<file path="src/rtl/video_timing_pattern_gen.sv">
// rtl/video_timing_pattern_gen.sv - raster timing (vsync/hsync/de) plus 24-bit test-pattern source
`timescale 1ns/1ps
module video_timing_pattern_gen #(
  parameter int HRES = 320,
  parameter int VRES = 240,
  parameter int HSW  = 16,
  parameter int HBP  = 16,
  parameter int HFP  = 8,
  parameter int VSW  = 2,
  parameter int VBP  = 2,
  parameter int VFP  = 2
) (
  input  logic        clk,
  input  logic        rst_n,
  input  logic        i_enable,
  input  logic [1:0]  i_pattern,
  input  logic [23:0] i_color,
  output logic        o_vsync,
  output logic        o_hsync,
  output logic        o_de,
  output logic [23:0] o_data,
  output logic        o_frame_done,
  output logic [15:0] o_frame_cnt
);

  localparam int HTOT = HSW + HBP + HRES + HFP;
  localparam int VTOT = VSW + VBP + VRES + VFP;

  localparam logic [15:0] H_SYNC  = 16'(HSW);
  localparam logic [15:0] H_PRE   = 16'(HSW + HBP - 1);
  localparam logic [15:0] H_ACT0  = 16'(HSW + HBP);
  localparam logic [15:0] H_ACT1  = 16'(HSW + HBP + HRES);
  localparam logic [15:0] H_LAST  = 16'(HTOT - 1);
  localparam logic [15:0] V_SYNC  = 16'(VSW);
  localparam logic [15:0] V_ACT0  = 16'(VSW + VBP);
  localparam logic [15:0] V_ACT1  = 16'(VSW + VBP + VRES);
  localparam logic [15:0] V_LAST  = 16'(VTOT - 1);
  localparam logic [15:0] BAR_END = 16'(HRES / 8 - 1);
  localparam logic [7:0]  H_ACT0B = 8'(HSW + HBP);
  localparam logic [7:0]  V_ACT0B = 8'(VSW + VBP);

  typedef enum logic [1:0] {IDLE, RUN, STOP} state_t;

  state_t      state;
  state_t      stateNext;
  logic [15:0] hcnt;
  logic [15:0] vcnt;
  logic [1:0]  patSh;
  logic [23:0] colSh;
  logic [15:0] barPix;
  logic [2:0]  barIdx;
  logic [7:0]  x8;
  logic [7:0]  y8;
  logic [7:0]  gray;
  logic [23:0] barColor;
  logic [23:0] pix;
  logic        lineEnd;
  logic        frameEnd;
  logic        hAct;
  logic        vAct;
  logic        lastPix;

  assign lineEnd  = (hcnt == H_LAST);
  assign frameEnd = lineEnd && (vcnt == V_LAST);
  assign hAct     = (hcnt >= H_ACT0) && (hcnt < H_ACT1);
  assign vAct     = (vcnt >= V_ACT0) && (vcnt < V_ACT1);
  assign lastPix  = (hcnt == H_ACT1 - 16'd1) && (vcnt == V_ACT1 - 16'd1);
  // Only the low byte of x/y is ever needed, so subtract in 8 bits.
  assign x8   = hcnt[7:0] - H_ACT0B;
  assign y8   = vcnt[7:0] - V_ACT0B;
  assign gray = x8 + y8;

  always_ff @(posedge clk or negedge rst_n) begin
    if (!rst_n) state <= IDLE;
    else        state <= stateNext;
  end

  // Dropping enable in RUN always lets the current frame run to its end.
  always_comb begin
    stateNext = state;
    case (state)
      IDLE: if (i_enable) stateNext = RUN;
      RUN:  if (!i_enable) stateNext = frameEnd ? IDLE : STOP;
      STOP: if (frameEnd) stateNext = IDLE;
      default: stateNext = IDLE;
    endcase
  end

  always_ff @(posedge clk or negedge rst_n) begin
    if (!rst_n) begin
      hcnt <= '0;
      vcnt <= '0;
    end else if (state == IDLE) begin
      hcnt <= '0;
      vcnt <= '0;
    end else if (lineEnd) begin
      hcnt <= '0;
      vcnt <= frameEnd ? 16'd0 : vcnt + 16'd1;
    end else begin
      hcnt <= hcnt + 16'd1;
    end
  end

  always_ff @(posedge clk or negedge rst_n) begin
    if (!rst_n) begin
      patSh <= '0;
      colSh <= '0;
    end else if (hcnt == 16'd0 && vcnt == 16'd0) begin
      patSh <= i_pattern;
      colSh <= i_color;
    end
  end

  // Bar position tracks hcnt so the registers describe the current pixel.
  always_ff @(posedge clk or negedge rst_n) begin
    if (!rst_n) begin
      barPix <= '0;
      barIdx <= '0;
    end else if (state == IDLE || hcnt == H_PRE) begin
      barPix <= '0;
      barIdx <= '0;
    end else if (hAct) begin
      if (barPix == BAR_END) begin
        barPix <= '0;
        barIdx <= barIdx + 3'd1;
      end else begin
        barPix <= barPix + 16'd1;
      end
    end
  end

  always_comb begin
    barColor = 24'h000000;
    case (barIdx)
      3'd0: barColor = 24'hFFFFFF;
      3'd1: barColor = 24'hFFFF00;
      3'd2: barColor = 24'h00FFFF;
      3'd3: barColor = 24'h00FF00;
      3'd4: barColor = 24'hFF00FF;
      3'd5: barColor = 24'hFF0000;
      3'd6: barColor = 24'h0000FF;
      default: barColor = 24'h000000;
    endcase
  end

  always_comb begin
    pix = 24'h000000;
    case (patSh)
      2'd0: pix = barColor;
      2'd1: pix = {gray, gray, gray};
      2'd2: pix = colSh;
      default: pix = (x8[3] ^ y8[3] ^ o_frame_cnt[0]) ? 24'hFFFFFF : 24'h000000;
    endcase
  end

  always_ff @(posedge clk or negedge rst_n) begin
    if (!rst_n) begin
      o_vsync      <= 1'b0;
      o_hsync      <= 1'b0;
      o_de         <= 1'b0;
      o_data       <= '0;
      o_frame_done <= 1'b0;
    end else if (state == IDLE) begin
      o_vsync      <= 1'b0;
      o_hsync      <= 1'b0;
      o_de         <= 1'b0;
      o_data       <= '0;
      o_frame_done <= 1'b0;
    end else begin
      o_vsync      <= (vcnt < V_SYNC);
      o_hsync      <= (hcnt < H_SYNC);
      o_de         <= hAct && vAct;
      o_data       <= (hAct && vAct) ? pix : 24'h000000;
      o_frame_done <= lastPix;
    end
  end

  always_ff @(posedge clk or negedge rst_n) begin
    if (!rst_n)            o_frame_cnt <= '0;
    else if (o_frame_done) o_frame_cnt <= o_frame_cnt + 16'd1;
  end

endmodule

</file>
<file path="config.mk">
export PLATFORM = sky130hd
export DESIGN_NAME = video_timing_pattern_gen
export DESIGN_NICKNAME = d
export VERILOG_FILES = /design/src/rtl/video_timing_pattern_gen.sv
export SDC_FILE = /design/constraint.sdc
export NUM_CORES = 1
export LEC_CHECK = 0
export BUFFER_PORTS_ARGS = -buffer_cell sky130_fd_sc_hd__clkbuf_2
export CORE_MARGIN = 4
export CORE_UTILIZATION = 55
export DETAILED_ROUTE_END_ITERATION = 16
export PLACE_DENSITY = 0.86
export SYNTH_ARGS = -nofsm -noshare
export SYNTH_HDL_FRONTEND = slang
export SYNTH_SLANG_ARGS = --single-unit
</file>
<file path="constraint.sdc">
create_clock -name clk -period 5.9 [get_ports clk]
set_input_delay 1.18 -clock clk [delete_from_list [all_inputs] [get_ports clk]]
set_output_delay 1.18 -clock clk [all_outputs]
set_load 0.02 [all_outputs]
</file>
After elaboration in Yosys (flattened, before gate mapping)
Cells that the tools add are included.

cells by class
  bitwise gates (word level) = 2
  multiplexer cells = 25
  equality and inequality tests = 19
  $lt $le $gt $ge = 6
  add/subtract/negate cells = 8
  reductions and logical operators = 17

operators with widths
  kind                   count
  $pmux 24 s7            1
  $mux 16                8
  $mux 24                3
  $pmux 24 s3            1
  $add 16x1->16 const B  4
  $eq 16x8->1 const B    2
  $eq 16x9->1 const B    2
  $logic_not 16->1       2
  $eq 16x5->1 const B    1
  $eq 16x6->1 const B    1
  $ge 16x3->1 const B    1
  $ge 16x6->1 const B    1
  $lt 16x2->1 const B    1
  $lt 16x5->1 const B    1
  $lt 16x8->1 const B    1
  $lt 16x9->1 const B    1
  $eq 3x3->1 const B     3
  $mux 3                 3
  $add 8x8->8            1
  $mux 2                 4
  $sub 8x3->8 const B    1
  $sub 8x6->8 const B    1
  $eq 3x2->1 const B     2
  $logic_and 1x1->1      6
  14 further kinds       25

storage, ports and cells
  input bits = 29
  word-level logic and storage cells = 90
  bits in registers = 123
  output and inout port bits = 44

Depth between registers and ports, before layout
  depth in word-level cells = 7
  mapped depth = 9
  depth with buffers taken out = 9

Least setup slack after synthesis
OpenSTA, ideal clock, no wires.

  path kind = register to register
  from = reg vcnt[2]
  to = reg o_data[21]
  stages on the path, launching flop included = 10
  clock period less this slack = 2.384 ns
  path buffers = 0
  path slack = 3.516 ns
  library setup time = 0.140 ns
  arrival = 2.243 ns
  required time = 5.760 ns
  cells stage by stage = dfrtp_1 -> inv_1 -> ha_1 -> inv_1 -> ha_1 -> and2_1 -> a311oi_1 -> mux2i_1 -> a311oi_1 -> a31oi_1

on the way
  cells in the longest elaborated chain, start to end = 7
  elaborated cells between the ends (all ways) = 12
  those cells by class = add/sub (2); order compare (2); mux (4); bitwise (2); reduce/logical (2)

RTL lines
  item                                                                 RTL line  source
  from (decl)                                                          47        logic [15:0] vcnt;
  from (signal assigned)                                               98        vcnt <= frameEnd ? 16'd0 : vcnt + 16'd1;
  parallel branches: the longest is 5 deep, another holds $sub 8x3->8  --
  $mux 24 (*)                                                          173       o_data <= (hAct && vAct) ? pix : 24'h000000;
  $mux 24 (*)                                                          163       end else if (state == IDLE) begin
  to (signal assigned)                                                 173
  to (decl)                                                            21        output logic [23:0] o_data,

Every way passes the cells marked *.
A chain may end at the register's enable or synchronous reset.

Final worst setup path
  from = reg vcnt[2]
  to = reg o_data[13]

Same word-level chain as after synthesis.

==> flow_summary.yaml <==
yosys:
  netlist_instances: 626
  synth_ff_type: "dfrtp_1"
  ys_ff_latch: 123
  synth_top_family_by_area: "simple AND/OR/NAND/NOR gates"
  synth_simple_gate_area_frac: 0.192
  yosysWarnings: 0
  synth_top_area_cell: "dfrtp_1"
  synthMuxAreaShare: 0.0726
  synth_top_area_frac: 0.476
  synth_area_leaders: "dfrtp_1 (48%), ha_1 (4.8%), mux2_4 (4.6%), nand2_1 (3.8%), xnor2_1 (3.8%)"
  synth_nets: 681
  synth.most_common_cell: "dfrtp_1"
  synth-compound-area-share: 0.108
  yosysSeqAreaShare: 0.476
  synthTopCellsByCount: "dfrtp_1 (123), nand2_1 (66), nor2_1 (43)"
  avgSynthCellArea_sq_um: 10.3
  synth_edf_count: 0
  synth_xor_area_frac: 0.0623
  async_reset_ff_frac: 1.00
  yosys.area_share.adder: 0.0515
  synth_cell_types: 55
  syn_area_sq_mm: 0.00646
timing:
  period_minus_slack_ns: 2.89
  worst_clock_skew_ns: 0.0107
  slew_headroom: 0.407
  tightest_slew_ns: 0.890
  fin_crit_sh: 0.490
  grt_setup_unrepaired: "false"
  final_hold_viol_count: 0
  holdWs_ns: 0.470
  slew_viol_final: 0
  max_freq_mhz: 346
  setup_viol: 0
  fin_ws_ns: 3.01
  finalSetupTns_ns: 0
cts:
  cts_buffers: 17
  cts_buffer_depth: 2
  cts_hold_buf: 0
  clk_pin_slew_worst_paths_ns: 0.06
  cts_root_buffer: "clkbuf_16"
  clock_sinks: 123
  htreeDepth: 4
  cts_resized: 0
  postCtsSetupBuffers: 0
  cts_tree: "done"
  clk_latency_ns: 0.42
power:
  sequentialPowerShare: 0.376
  ir_worst_vdd_uv: 345
  sw_frac_of_total: 0.318
  p_int_mw: 2.07
  comb_power_share: 0.258
  clock_power_share: 0.366
  leakagePower_nw: 3.54
  power_density_mw_per_mm2: 404
  switchingPower_mw: 0.963
detailed_routing:
  antenna_left: 0
  vias: 5125
  route.detailed.drc: 0
  first_pass_iters: 5
  initialDrtViolationCount: 481
  vias_per_cell: 6.07
  wl_per_cell_microns: 17.7
  drt-total-wl_microns: 14900
hold_path:
  hold_path_class: "register to register"
  min_to: "state[0]$_DFFE_PN0P_"
  min_from: "state[1]$_DFFE_PN0P_"
  min_delay_path_depth: 1
floorplanning:
  start_util: 0.564
  row_count: 39
  die_w_microns: 116
  dieArea_sq_mm: 0.0135
  pin_count: 73
  die_h_microns: 116
  fp.coreArea_sq_mm: 0.0115
flow_run:
  drv_cap: 0
worst_setup_path:
  crit_type: "register to register"
  critPathCaptureType: "register"
  r2r_start: "vcnt[2]$_DFFE_PN0P_"
  regToRegSetupSlack_ns: 3.01
  cp_max_fo: 10
  rr_endpoint: "o_data[13]$_DFF_PN0_"
  reg2regPathDepth: 9
  start_kind: "register"
  required_ns: 6.17
  crit_arrival_ns: 3.16
place:
  place_ws_ns: 3.12
  port_buffers: 72
  dpl_cell_area_sq_mm: 0.00687
  gp_congestion: 0.880
  place_hpwl_microns: 10100
global_routing:
  grt_max_degree: 73
  grt_usage: 0.231
  grt_overflow: 0
  first_global_vias: 5166
  antenna_found_initial: 0
  grt_pass1_wl_microns: 24600
layout:
  diodes: 0
  fill_cells: 810
  syn2layout_area_growth_pct: 16.1
  fin_nets: 744
  stdcell_area_sq_mm: 0.00750
  drive_gt1_frac: 0.204
status:
  status: "finished, final reports clean"
## final cells by class
| class | instances | area (sq um) | share of cell area |
|---|---|---|---|
| clock buffers | 21 | 470 | 0.0627 |
| clock inverters | 11 | 166 | 0.0222 |
| inverters | 21 | 78.8 | 0.0105 |
| multi-input cells | 451 | 3140 | 0.419 |
| flip-flops and latches | 123 | 3080 | 0.410 |
| well taps | 143 | 179 | 0.0238 |
| repair buffers | 75 | 385 | 0.0514 |
## sequential cells by signal, summed over array words and instances, names as in the netlist, 2 cells and up
signal and flops:
vcnt 16, barIdx 3, o_frame_cnt 16, o_data 24
hcnt 16, barPix 16, colSh 24, state 2
patSh 2
## metal layers
layer	vias to the layer above	share of wire	global-route usage	wire, microns
met1	2511	0.40	0.275	6000
met4	0	0.025	0.0928	370
li1	2358	-	-	-
met3	39	0.063	0.0658	937
met5	-	0	0	0
met2	217	0.51	0.396	7630
## worst max-delay path by stage
stage / startpoint / to / slack [ns]
6_report: vcnt[2]$_DFFE_PN0P_ / o_data[13]$_DFF_PN0_ / 3.01
5_1_grt: vcnt[2]$_DFFE_PN0P_ / o_data[21]$_DFF_PN0_ / 2.78
4_1_cts: vcnt[2]$_DFFE_PN0P_ / o_data[13]$_DFF_PN0_ / 3.09
3_5_place_dp: hcnt[12]$_DFF_PN0_ / vcnt[11]$_DFFE_PN0P_ / 3.12
3_3_place_gp: vcnt[2]$_DFFE_PN0P_ / o_data[21]$_DFF_PN0_ / 3.25
2_1_floorplan: vcnt[2]$_DFFE_PN0P_ / o_data[21]$_DFF_PN0_ / 3.52
## per-stage QoR
step / instances / utilization / total power [mW]
final: 845 / 0.654 / 3.03
after global routing: 845 / 0.654 / 3.19
after CTS: 845 / 0.654 / 3.03
after detailed placement: 813 / 0.599 / 1.90
after global placement: 813 / 0.599 / 1.85
after floorplan: 626 / - / 1.71
## placed cells by master, fill, tap and decap left out, drive strengths merged, types with 5 or more instances in the layout
cell and n:
xnor2 28, nand4 24, inv 21, a31oi 16, a21oi 27, nor3 15, and3 12, a211oi 7
mux2i 9, nor2 44, ha 25, nand2b 7, xor2 18, a21o 5, o21ai 27, and2 7
dfrtp 123, nor4 9, o22ai 5, mux2 27, nand3 15, nand2 66, o31ai 5, or4 11
or3 9, clkbuf 92
## logic make-up (layout without fill, tap and decap cells)
group	count (synthesis)	count (layout)
and+or+nand+nor	235	235
adders and majority gates	26	26
xor gates and xnor gates	46	46
muxes	36	36
buffers and inverters	52	128
DFF	123	123
AOI/OAI and AO/OA	108	108
## power groups by stage
stage | clock network, mW | logic (mW) | registers [mW]
floorplan | 0 | 0.641 | 1.07
global placement | 0 | 0.713 | 1.14
detailed placement | 0 | 0.755 | 1.14
CTS | 1.12 | 0.775 | 1.14
global route | 1.17 | 0.862 | 1.16
finish | 1.11 | 0.781 | 1.14
## critical path: stages (launching register included)
cell	delay, ns
dfrtp_1	0.54
inv_1	0.15
ha_1	0.31
inv_1	0.04
ha_1	0.34
and2_1	0.16
a311oi_1	0.40
mux2i_1	0.13
a311oi_1	0.52
a31oi_1	0.16
No activity file was read; power rests on OpenSTA's default activity.
